$ cat src/rtl/count_chk_sat_cnt.sv
// Saturating up-counter with a synchronous clear that takes priority over increment.
// Ports:
//   clk : clock, rising edge
//   rst : synchronous active-high reset, q -> 0
//   inc : increment by one, sticking at all-ones
//   clr : synchronous clear, q -> 0 (wins over inc)
//   q   : current count
module count_chk_sat_cnt #(
  parameter int unsigned W = 8
) (
  input  logic         clk,
  input  logic         rst,
  input  logic         inc,
  input  logic         clr,
  output logic [W-1:0] q
);

  always_ff @(posedge clk) begin
    if (rst) begin
      q <= '0;
    end else if (clr) begin
      q <= '0;
    end else if (inc && (q != {W{1'b1}})) begin
      q <= q + W'(1);
    end
  end

endmodule

$ cat config.mk
export PLATFORM = sky130hd
export DESIGN_NAME = count_chk_sat_cnt
export DESIGN_NICKNAME = d
export VERILOG_FILES = /design/src/rtl/count_chk_sat_cnt.sv
export SDC_FILE = /design/constraint.sdc
export NUM_CORES = 1
export LEC_CHECK = 0
export ABC_AREA = 0
export BUFFER_PORTS_ARGS = -buffer_cell sky130_fd_sc_hd__buf_2
export CORE_AREA = 2 2 39 41
export CTS_CLUSTER_DIAMETER = 120
export DETAILED_ROUTE_END_ITERATION = 10
export DIE_AREA = 0 0 41 43
export PLACE_DENSITY = 0.6
export SYNTH_ARGS = -nofsm -noshare
export SYNTH_HDL_FRONTEND = slang
export SYNTH_SLANG_ARGS = --single-unit
$ cat constraint.sdc
create_clock -name clk -period 3.4 [get_ports clk]
set_input_delay 0.17 -clock clk [delete_from_list [all_inputs] [get_ports clk]]
set_output_delay 0.17 -clock clk [all_outputs]
set_load 0.05 [all_outputs]
Word-level counts from Yosys, hierarchy flattened
Index checks and enable logic that the tools add are counted.
- add/subtract/negate cells: 1
- equality and inequality tests: 1
- reductions and logical operators: 2
- operator list (cell ; number):
    $add 8x1->8 const B ; 1
    $ne 8x8->1 const B ; 1
    $reduce_or 2->1 ; 1
    $logic_and 1x1->1 ; 1
- register bits: 8
- output and inout bits: 8
- logic and storage cells: 5

Logic depth before layout (Yosys ltp)
Gate-level depths: netlist (run 1).
- word-level depth: 2
- mapped depth: 4

Worst setup path before layout (run 1)
No wires, ideal clock.
- path type: flip-flop to flip-flop
- start: register q[0]
- end: register q[6]
- setup time: 0.115 ns
- arrival time: 1.639 ns
- data required time: 3.285 ns
- slack: 1.646 ns
- cell stages (with the launch flop): 5
- path buffers: 0
- period minus slack after synthesis: 1.754 ns
- path through: dfxtp_1 > ha_1 > nand3_1 > or4_1 > and3_1
- word-level cells in the longest chain between the ends: 2
- elaborated cells on any way between the ends: 3
- ends and longest elaborated chain (element ; RTL line ; source):
    start, declared ; 15 ; output logic [W-1:0] q
    start signal, assigned ; 24 ; q <= q + W'(1);
    parallel branches: the longest is 2 deep, another holds $add 8x1->8 ; - ;
Parallel ways; which one is timed is not known.
A chain may end at the register's enable or synchronous reset.

Final worst setup path (run 1)
Same ends and word-level chain as after synthesis.

==> flow_summary.yaml, run 1 <==
run_status:
  status: "finished clean"
clock_network:
  clk_pin_slew_ps: 60
  postCtsSetupRepairBufs: 0
  cts_num_sinks: 8
  cts_tree: "done"
  cts-root-buf: "clkbuf_4"
  cts.path.max_buffers: 2
  cts_max_level: 1
  insertion_delay_ps: 260
  cts_hold_buf: 0
  cts_made_buffers: 3
  cts_resized: 0
synth:
  synthesis.area_per_instance_um2: 9.264
  ys.flop_type: "dfxtp_1"
  yosysWarningCount: 0
  synth-edff-count: 0
  seq_area_frac_synth: 0.3678
  yosysTopAreaCellShare: 0.3678
  netlist-cell-type-count: 21
  synth_seq_cells: 8
  synth_area_leaders: "dfxtp_1 (37%), mux2i_1 (9.2%), a2111oi_4 (6.3%), nand2_1 (5.2%), a21oi_1 (4.6%)"
  syn_inst: 47
  yosys.area.top_type: "dfxtp_1"
  syn-cell-area_um2: 435.4
  ys_async_sr_fraction: 0
  synth_nets: 52
worst_hold_path:
  holdCritStartpoint: "clr"
  min_path_type: "input pin to flop"
timing:
  slew_headroom: 0.7096
  final-hold-violation-count: 0
  hold_slack_ps: 146.4
  clock_skew_ps: 2.725
  finalCritPeriodShare: 0.4232
  grt_setup_unrepaired: "false"
  fmax_ghz: 0.6950
  period_needed_ps: 1439
  finalSetupViolations: 0
  setup_tns_ps: 0
  slew_viol_final: 0
  worstMarginPinSlew_ps: 434.0
flow_run:
  cap_violations: 0
route:
  wl_per_cell_um: 11.33
  viasPerCell: 5.105
  drc: 0
  drt_iter0_drc: 8
  ant_nets: 0
  finalWirelength_um: 861
  vias: 388
  firstDrtPassIters: 4
power:
  p_seq_frac: 0.517
  clockPowerShare: 0.412
  p_sw_frac: 0.2445
  p_per_area_nw_per_um2: 351.3
  vdd_drop_max_uv: 146.5
  cellLeakagePower_nw: 0.2261
  combPwrFrac: 0.071
  power_mw: 0.1846
  intPower_mw: 0.1395
  power_switching_mw: 0.04514
die:
  io_pins: 12
  core_area_um2: 1384
  start_util: 0.3146
  std_cell_rows: 14
  die_area_um2: 1763
  die_h_um: 43
  die_w_um: 41
cells_and_area:
  reg_top3: "q x8"
  drive_gt1_frac: 0.2667
  synthToLayoutAreaGrowth_pct: 20.69
  diodes: 0
  num-fill-cells: 144
  fin_nets: 67
  largest_register_ffs: 8
  final_area_um2: 525.5
  final_cell_mix: "buf_2 (11), dfxtp_1 (8), nand2_1 (6)"
  mostFrequentLayoutCell: "buf_2"
  regMostFlops: "q"
global_route:
  antenna_found_initial: 0
  grt_start_max_net_pins: 9
  grt_usage: 0.1348
  grt_pass1_vias: 350
  overflow: 0
  grt_pass1_wl_um: 1587
worst_setup_path:
  crit_start: "q[0]"
  reg2reg_from: "q[0]"
  worstSetupPathType: "flop to flop"
  start_kind: "flop"
  worstPathMaxFanout: 5
  cp-end-kind: "flop"
  arrival_ps: 1590
  worstPathRequired_ps: 3550
placement:
  io_buffers: 11
  place_area_um2: 503.0
  gp_congestion: 0.6905
layer usage:
layer,GRT usage,vias up,wire length [um],share of wire
li1,-,206,-,-
met1,0.1780,173,397,0.46
met2,0.1813,7,428,0.50
met3,0.04712,2,25,0.029
met4,0.08000,0,9,0.010
met5,0,-,0,0
final timing paths:
check                             to  slack (ps)  cells past startpoint
worst max register to register  q[6]        1960                      4
worst min register to register  q[1]         490                      2
worst min-delay path            q[5]         150                      2
worst max-delay path            q[6]        1960                      4
power by group through the flow:
stage               Combinational, mW  Clock [mW]  Sequential [mW]
floorplan                     0.00445           0            0.100
global placement               0.0134           0           0.0974
detailed placement             0.0132           0           0.0975
CTS                            0.0133      0.0798           0.0954
global route                   0.0149      0.0829           0.0955
finish                         0.0132      0.0761           0.0954
critical path, stage by stage, from the launching register on:
cell and delay [ps]:
dfxtp_1 380, ha_1 250, nand3_1 120, or4_1 400
and3_1 180
Yosys cell counts, drive strengths merged (2+ instances only):
library cell / instances
nand2: 6
and4: 2
nand3: 2
mux2i: 4
nand4: 2
or3: 3
a21boi: 3
a21oi: 4
and3: 3
dfxtp: 8
area by class of cell:
cell class	instances	area, um2	share of cell area
clock buffer	3	22.52	0.04286
timing repair buffer	11	55.05	0.1048
inverter	1	3.754	0.007143
sequential	8	160.2	0.3048
tap	16	20.02	0.03810
multi-input combinational	37	264.0	0.5024
cell families (layout without fill, tap and decap cells):
| kind of cell | count (synthesis) | count (layout) | synth area share |
|---|---|---|---|
| adders and majority gates | 1 | 1 | 0.02873 |
| muxes | 4 | 4 | 0.09196 |
| buffers and inverters | 2 | 15 | 0.02586 |
| DFF | 8 | 8 | 0.3678 |
| AOI/OAI and AO/OA | 10 | 10 | 0.1954 |
| and+or+nand+nor | 22 | 22 | 0.2903 |
per-stage QoR:
step           setup slack [ps]  utilization  cells
5_1_grt                    1872       0.3797     76
3_5_place_dp               1972       0.3635     73
4_1_cts                    1962       0.3797     76
6_report                   1961       0.3797     76
2_1_floorplan              1646            -     47
3_3_place_gp               2025       0.3635     73
Note: power is estimated with default switching activity, not from simulation.
==> run 2: changes to the inputs <==
--- a/config.mk
+++ b/config.mk
@@ -5,13 +5,13 @@
 export SDC_FILE = /design/constraint.sdc
 export NUM_CORES = 1
 export LEC_CHECK = 0
-export ABC_AREA = 0
+export ABC_AREA = 1
 export BUFFER_PORTS_ARGS = -buffer_cell sky130_fd_sc_hd__buf_2
 export CORE_AREA = 2 2 39 41
 export CTS_CLUSTER_DIAMETER = 120
 export DETAILED_ROUTE_END_ITERATION = 10
 export DIE_AREA = 0 0 41 43
-export PLACE_DENSITY = 0.6
+export PLACE_DENSITY = 0.64
 export SYNTH_ARGS = -nofsm -noshare
 export SYNTH_HDL_FRONTEND = slang
 export SYNTH_SLANG_ARGS = --single-unit
==> constraint.sdc (replaced) <==
create_clock -name clk -period 1.25 [get_ports clk]
set_input_delay 0.0625 -clock clk [delete_from_list [all_inputs] [get_ports clk]]
set_output_delay 0.0625 -clock clk [all_outputs]
set_load 0.05 [all_outputs]
==> run 2 against run 1 <==
Compared with the run above: design area increased by 11%; clock power rose to 2.7 times the previous value; synthesized cell count up 55%; cell count increased by 37%; critical path depth up 2; critical path type unchanged.
==> flow_summary.yaml, run 2 <==
run_status:
  status: "finished clean"
clock_network:
  cts_max_level: 1
  cts_tree: "done"
  postCtsSetupRepairBufs: 0
  cts_num_sinks: 8
  clk_pin_slew_ps: 50
  cts_resized: 0
  cts_made_buffers: 3
  insertion_delay_ps: 260
  cts.path.max_buffers: 2
  cts-root-buf: "clkbuf_4"
  cts_hold_buf: 0
timing:
  fmax_ghz: 0.8501
  finalSetupViolations: 0
  period_needed_ps: 1176
  clock_skew_ps: 0.7743
  slew_headroom: 0.8326
  setup_tns_ps: 0
  worstMarginPinSlew_ps: 252.8
  slew_viol_final: 0
  final-hold-violation-count: 0
  hold_slack_ps: 181.5
  finalCritPeriodShare: 0.9410
worst_setup_path:
  worstPathMaxFanout: 6
  rrSetupSlack_ps: 70
  cp-end-kind: "flop"
  start_kind: "flop"
  worstSetupPathType: "flop to flop"
  rr_worst_depth: 6
  crit_path_end: "q[3]"
  crit_start: "q[0]"
  r2r-end: "q[3]"
  arrival_ps: 1330
  reg2reg_from: "q[0]"
  worstPathRequired_ps: 1400
cells_and_area:
  final_cell_mix: "nand2_1 (18), nor2_1 (15), buf_2 (11)"
  regMostFlops: "q"
  mostFrequentLayoutCell: "nand2_1"
  drive_gt1_frac: 0.3182
  reg_top3: "q x8"
  fin_nets: 95
  final_area_um2: 585.6
  diodes: 0
  final_cells: 104
  synthToLayoutAreaGrowth_pct: 27.17
  largest_register_ffs: 8
  final_util: 0.4231
synth:
  yosysTopAreaCellShare: 0.3478
  synth_seq_cells: 8
  netlist-cell-type-count: 14
  synthesis.area_per_instance_um2: 6.307
  ys_top_cells_by_count: "nand2_1 (18), nor2_1 (15), nand3_1 (9), dfxtp_1 (8), inv_1 (7)"
  synth.mux.area_fraction: 0
  synth-compound-area-share: 0.08696
  syn-cell-area_um2: 460.4
  synth_area_leaders: "dfxtp_1 (35%), nand2_1 (15%), nor2_1 (12%), nand3_1 (9.8%), a21oi_1 (6.5%)"
  syn_inst: 73
  synthXorXnorAreaFrac: 0
  seq_area_frac_synth: 0.3478
  yosys.area.top_type: "dfxtp_1"
  synth_nets: 78
  synth-edff-count: 0
  yosysWarningCount: 0
  ys_async_sr_fraction: 0
  synth_top_family_by_area: "simple AND/OR/NAND/NOR gates"
  synthSimpleGateAreaFrac: 0.4565
  synth_most_common_cell: "nand2_1"
  ys.flop_type: "dfxtp_1"
  synth-adder-area-share: 0.02717
flow_run:
  cap_violations: 0
die:
  io_pins: 12
  std_cell_rows: 14
  core_area_um2: 1384
  start_util: 0.3327
  die_w_um: 41
  die_area_um2: 1763
  die_h_um: 43
placement:
  place_area_um2: 553.0
  gp_congestion: 0.8046
  io_buffers: 11
  place_inst: 100
  hpwlAfterDp_um: 712.2
global_route:
  antenna_found_initial: 0
  grt_usage: 0.1269
  grt_pass1_wl_um: 1490
  grt_pass1_vias: 343
  grt_start_max_net_pins: 13
  overflow: 0
power:
  vdd_drop_max_uv: 480.9
  cellLeakagePower_nw: 0.2680
  p_per_area_nw_per_um2: 909.9
route:
  finalWirelength_um: 1003
  vias: 488
  firstDrtPassIters: 4
  drc: 0
  ant_nets: 0
  drt_iter0_drc: 17
  viasPerCell: 4.692
  wl_per_cell_um: 9.644
worst_hold_path:
  min_path_type: "input pin to flop"
[run 2: metal layers]
layer	global-route usage	up-vias	part of all wire
met3	0.03141	5	0.035
met1	0.1851	207	0.50
met5	0	-	0
li1	-	267	-
met2	0.1500	9	0.42
met4	0.1000	0	0.037
[run 2: cell type report]
cell class	instances	area [um2]
multi-input cells	56	272.8
repair buffers	12	62.56
flip-flops and latches	8	173.9
well taps	16	20.02
fillers	140	798.3
inverters	9	33.78
clock buffers	3	22.52
[run 2: how the worst min path moves through the flow]
| stage | start | to | slack, ps | cells past startpoint |
|---|---|---|---|---|
| floorplan | rst | q[1] | 270 | 3 |
| global placement | inc | q[6] | 450 | 3 |
| detailed placement | inc | q[6] | 450 | 3 |
| CTS | rst | q[3] | 180 | 5 |
| global route | rst | q[1] | 190 | 5 |
| finish | rst | q[3] | 180 | 5 |
[run 2: report_power, final]
group | total, mW | internal (mW) | leakage [nW] | switching [mW]
Sequential | 0.265 | 0.258 | 0.0688 | 0.00636
Clock | 0.205 | 0.110 | 0.0138 | 0.0947
Combinational | 0.0629 | 0.0202 | 0.185 | 0.0428
Total | 0.533 | 0.389 | 0.268 | 0.144
[run 2: through the flow]
stage	setup WS, ps	power, mW
after floorplan	4.141	0.3157
after global placement	62.02	0.3329
after detailed placement	42.35	0.3336
after CTS	30.71	0.5427
after global routing	-0.6875	0.5574
final	73.72	0.5328
[run 2: logic make-up (layout without fill, tap and decap cells)]
group / after synthesis / in the layout
AND/OR/NAND/NOR: 46 / 47
buffers and inverters: 10 / 24
AO/OA/AOI/OAI: 8 / 8
flip-flops: 8 / 8
adder cells (fa/ha/maj): 1 / 1
[run 2: critical path, stage by stage, from the launching register on]
cell and delay (ps):
dfxtp_4 360, ha_1 160, nand2_1 80, inv_2 120
nand3_2 130, a21oi_1 160, nor2_1 60
==> run 3: changes to the inputs <==
==> constraint.sdc (replaced) <==
create_clock -name clk -period 1.25 [get_ports clk]
set_input_delay 0.25 -clock clk [delete_from_list [all_inputs] [get_ports clk]]
set_output_delay 0.25 -clock clk [all_outputs]
set_load 0.05 [all_outputs]
==> run 3 against run 2 <==
Compared with the run above: register-to-register slack barely moved; via count rose by 7.6%; routed wire length up 8.0%; cell count increased by 1.9%; clock power rose by 3%; sequential power about the same; worst hold slack gained 190 ps; clock skew about the same; highest routed layer unchanged; sequential cell count unchanged; critical path depth increased by 1; setup slack got worse by 5.3 ps; design area is 6.0% higher.
==> flow_summary.yaml, run 3 (synthesized netlist as in run 2, its figures left out) <==
run_status:
  status: "finished clean"
cells_and_area:
  fin_nets: 97
  seqCellArea_um2: 173.9
  largest_register_ffs: 8
  num-fill-cells: 148
  final_cells: 106
  diodes: 0
  drive_gt1_frac: 0.3667
  mostFrequentLayoutCell: "nand2_1"
  multiInputGateArea_um2: 290.3
  final_cell_mix: "nand2_1 (17), nor2_1 (15), buf_2 (11)"
  synthToLayoutAreaGrowth_pct: 34.78
  regMostFlops: "q"
  reg_top3: "q x8"
  final_util: 0.4485
timing:
  clock_skew_ps: 0.2934
  final-hold-violation-count: 0
  setup_tns_ps: 0
  fmax_ghz: 0.8464
  finalCritPeriodShare: 0.9452
  worstMarginPinSlew_ps: 251.3
  period_needed_ps: 1182
  slew_headroom: 0.8336
  slew_viol_final: 0
  hold_slack_ps: 367.1
  finalSetupViolations: 0
global_route:
  grt_usage: 0.1245
  grt_pass1_wl_um: 1476
  grt_pass1_vias: 379
  grt_start_max_net_pins: 13
  antenna_found_initial: 0
  overflow: 0
route:
  drc: 0
  viasPerCell: 4.953
  finalWirelength_um: 1083
  vias: 525
  firstDrtPassIters: 4
  wl_per_cell_um: 10.22
  drt_iter0_drc: 11
  ant_nets: 0
clock_network:
  clk_pin_slew_ps: 60
  insertion_delay_ps: 260
  cts_max_level: 1
  cts_num_sinks: 8
  cts-root-buf: "clkbuf_4"
  cts_tree: "done"
  cts_made_buffers: 3
  cts.path.max_buffers: 2
  cts_hold_buf: 0
worst_setup_path:
  crit_start: "q[0]"
  r2r-end: "q[5]"
  rrSetupSlack_ps: 70
  rr_worst_depth: 7
  worstPathMaxFanout: 6
  worstSetupPathType: "flop to flop"
  cp-end-kind: "flop"
  arrival_ps: 1340
  crit_path_end: "q[5]"
  reg2reg_from: "q[0]"
  start_kind: "flop"
  worstPathRequired_ps: 1410
die:
  core_area_um2: 1384
  die_h_um: 43
  die_w_um: 41
  start_util: 0.3327
  io_pins: 12
  die_area_um2: 1763
  std_cell_rows: 14
power:
  clockPowerShare: 0.390
  power_switching_mw: 0.1513
  intPower_mw: 0.3903
  power_mw: 0.5416
  p_sw_frac: 0.2794
  combPwrFrac: 0.120
  p_per_area_nw_per_um2: 872.7
  cellLeakagePower_nw: 0.2809
  p_seq_frac: 0.490
  vdd_drop_max_uv: 331.9
placement:
  gp_congestion: 0.8073
  hpwlAfterDp_um: 709.1
  io_buffers: 11
  place_inst: 100
flow_run:
  cap_violations: 0
worst_hold_path:
  min_path_type: "input pin to flop"
run 3: final cells by class:
class | count | area share
Timing Repair Buffer | 14 | 0.1250
Tap cell | 16 | 0.03226
Clock buffer | 3 | 0.03629
Multi-Input combinational cell | 56 | 0.4677
Sequential cell | 8 | 0.2802
Inverter | 9 | 0.05847
run 3: through the flow:
stage	worst slack (ps)	instance area [um2]
global route	-11.47	620.6
detailed placement	40.79	553.0
CTS	24.42	575.6
finish	68.46	620.6
floorplan	4.141	474.2
global placement	62.60	553.0
run 3: power by group through the flow:
stage               Combinational [mW]  Sequential (mW)  Clock (mW)
floorplan                       0.0283            0.287           0
global placement                0.0631            0.270           0
detailed placement              0.0635            0.271           0
CTS                             0.0637            0.265       0.217
global route                    0.0732            0.266       0.227
finish                          0.0651            0.265       0.211
run 3: how the worst min path moves through the flow:
stage / depth (start not counted) / end / startpoint
floorplan: 3 / q[1] / rst
global placement: 2 / q[6] / q[6]
detailed placement: 2 / q[6] / q[6]
CTS: 3 / q[6] / inc
global route: 5 / q[3] / rst
finish: 5 / q[4] / rst
run 3: repair_timing:
| item | in CTS | in global routing |
|---|---|---|
| setup endpoints to repair | 0 | 4 |
| buffers inserted | 0 | 2 |
| gates resized for setup | 0 | 5 |
run 3: per-layer routing:
metal	GRT usage	up-vias	wire length, um
li1	-	268	-
met1	0.1543	240	492
met2	0.1719	12	524
met3	0.03141	5	30
met4	0.1000	0	37
met5	0	-	0
run 3: worst max-delay path: stages, from the launching register on:
cell and delay [ps]:
dfxtp_4 360, ha_1 230, nand2_2 110, inv_4 60, nand3_4 90, nand2_1 70, nor2_1 110, nor2_1 50
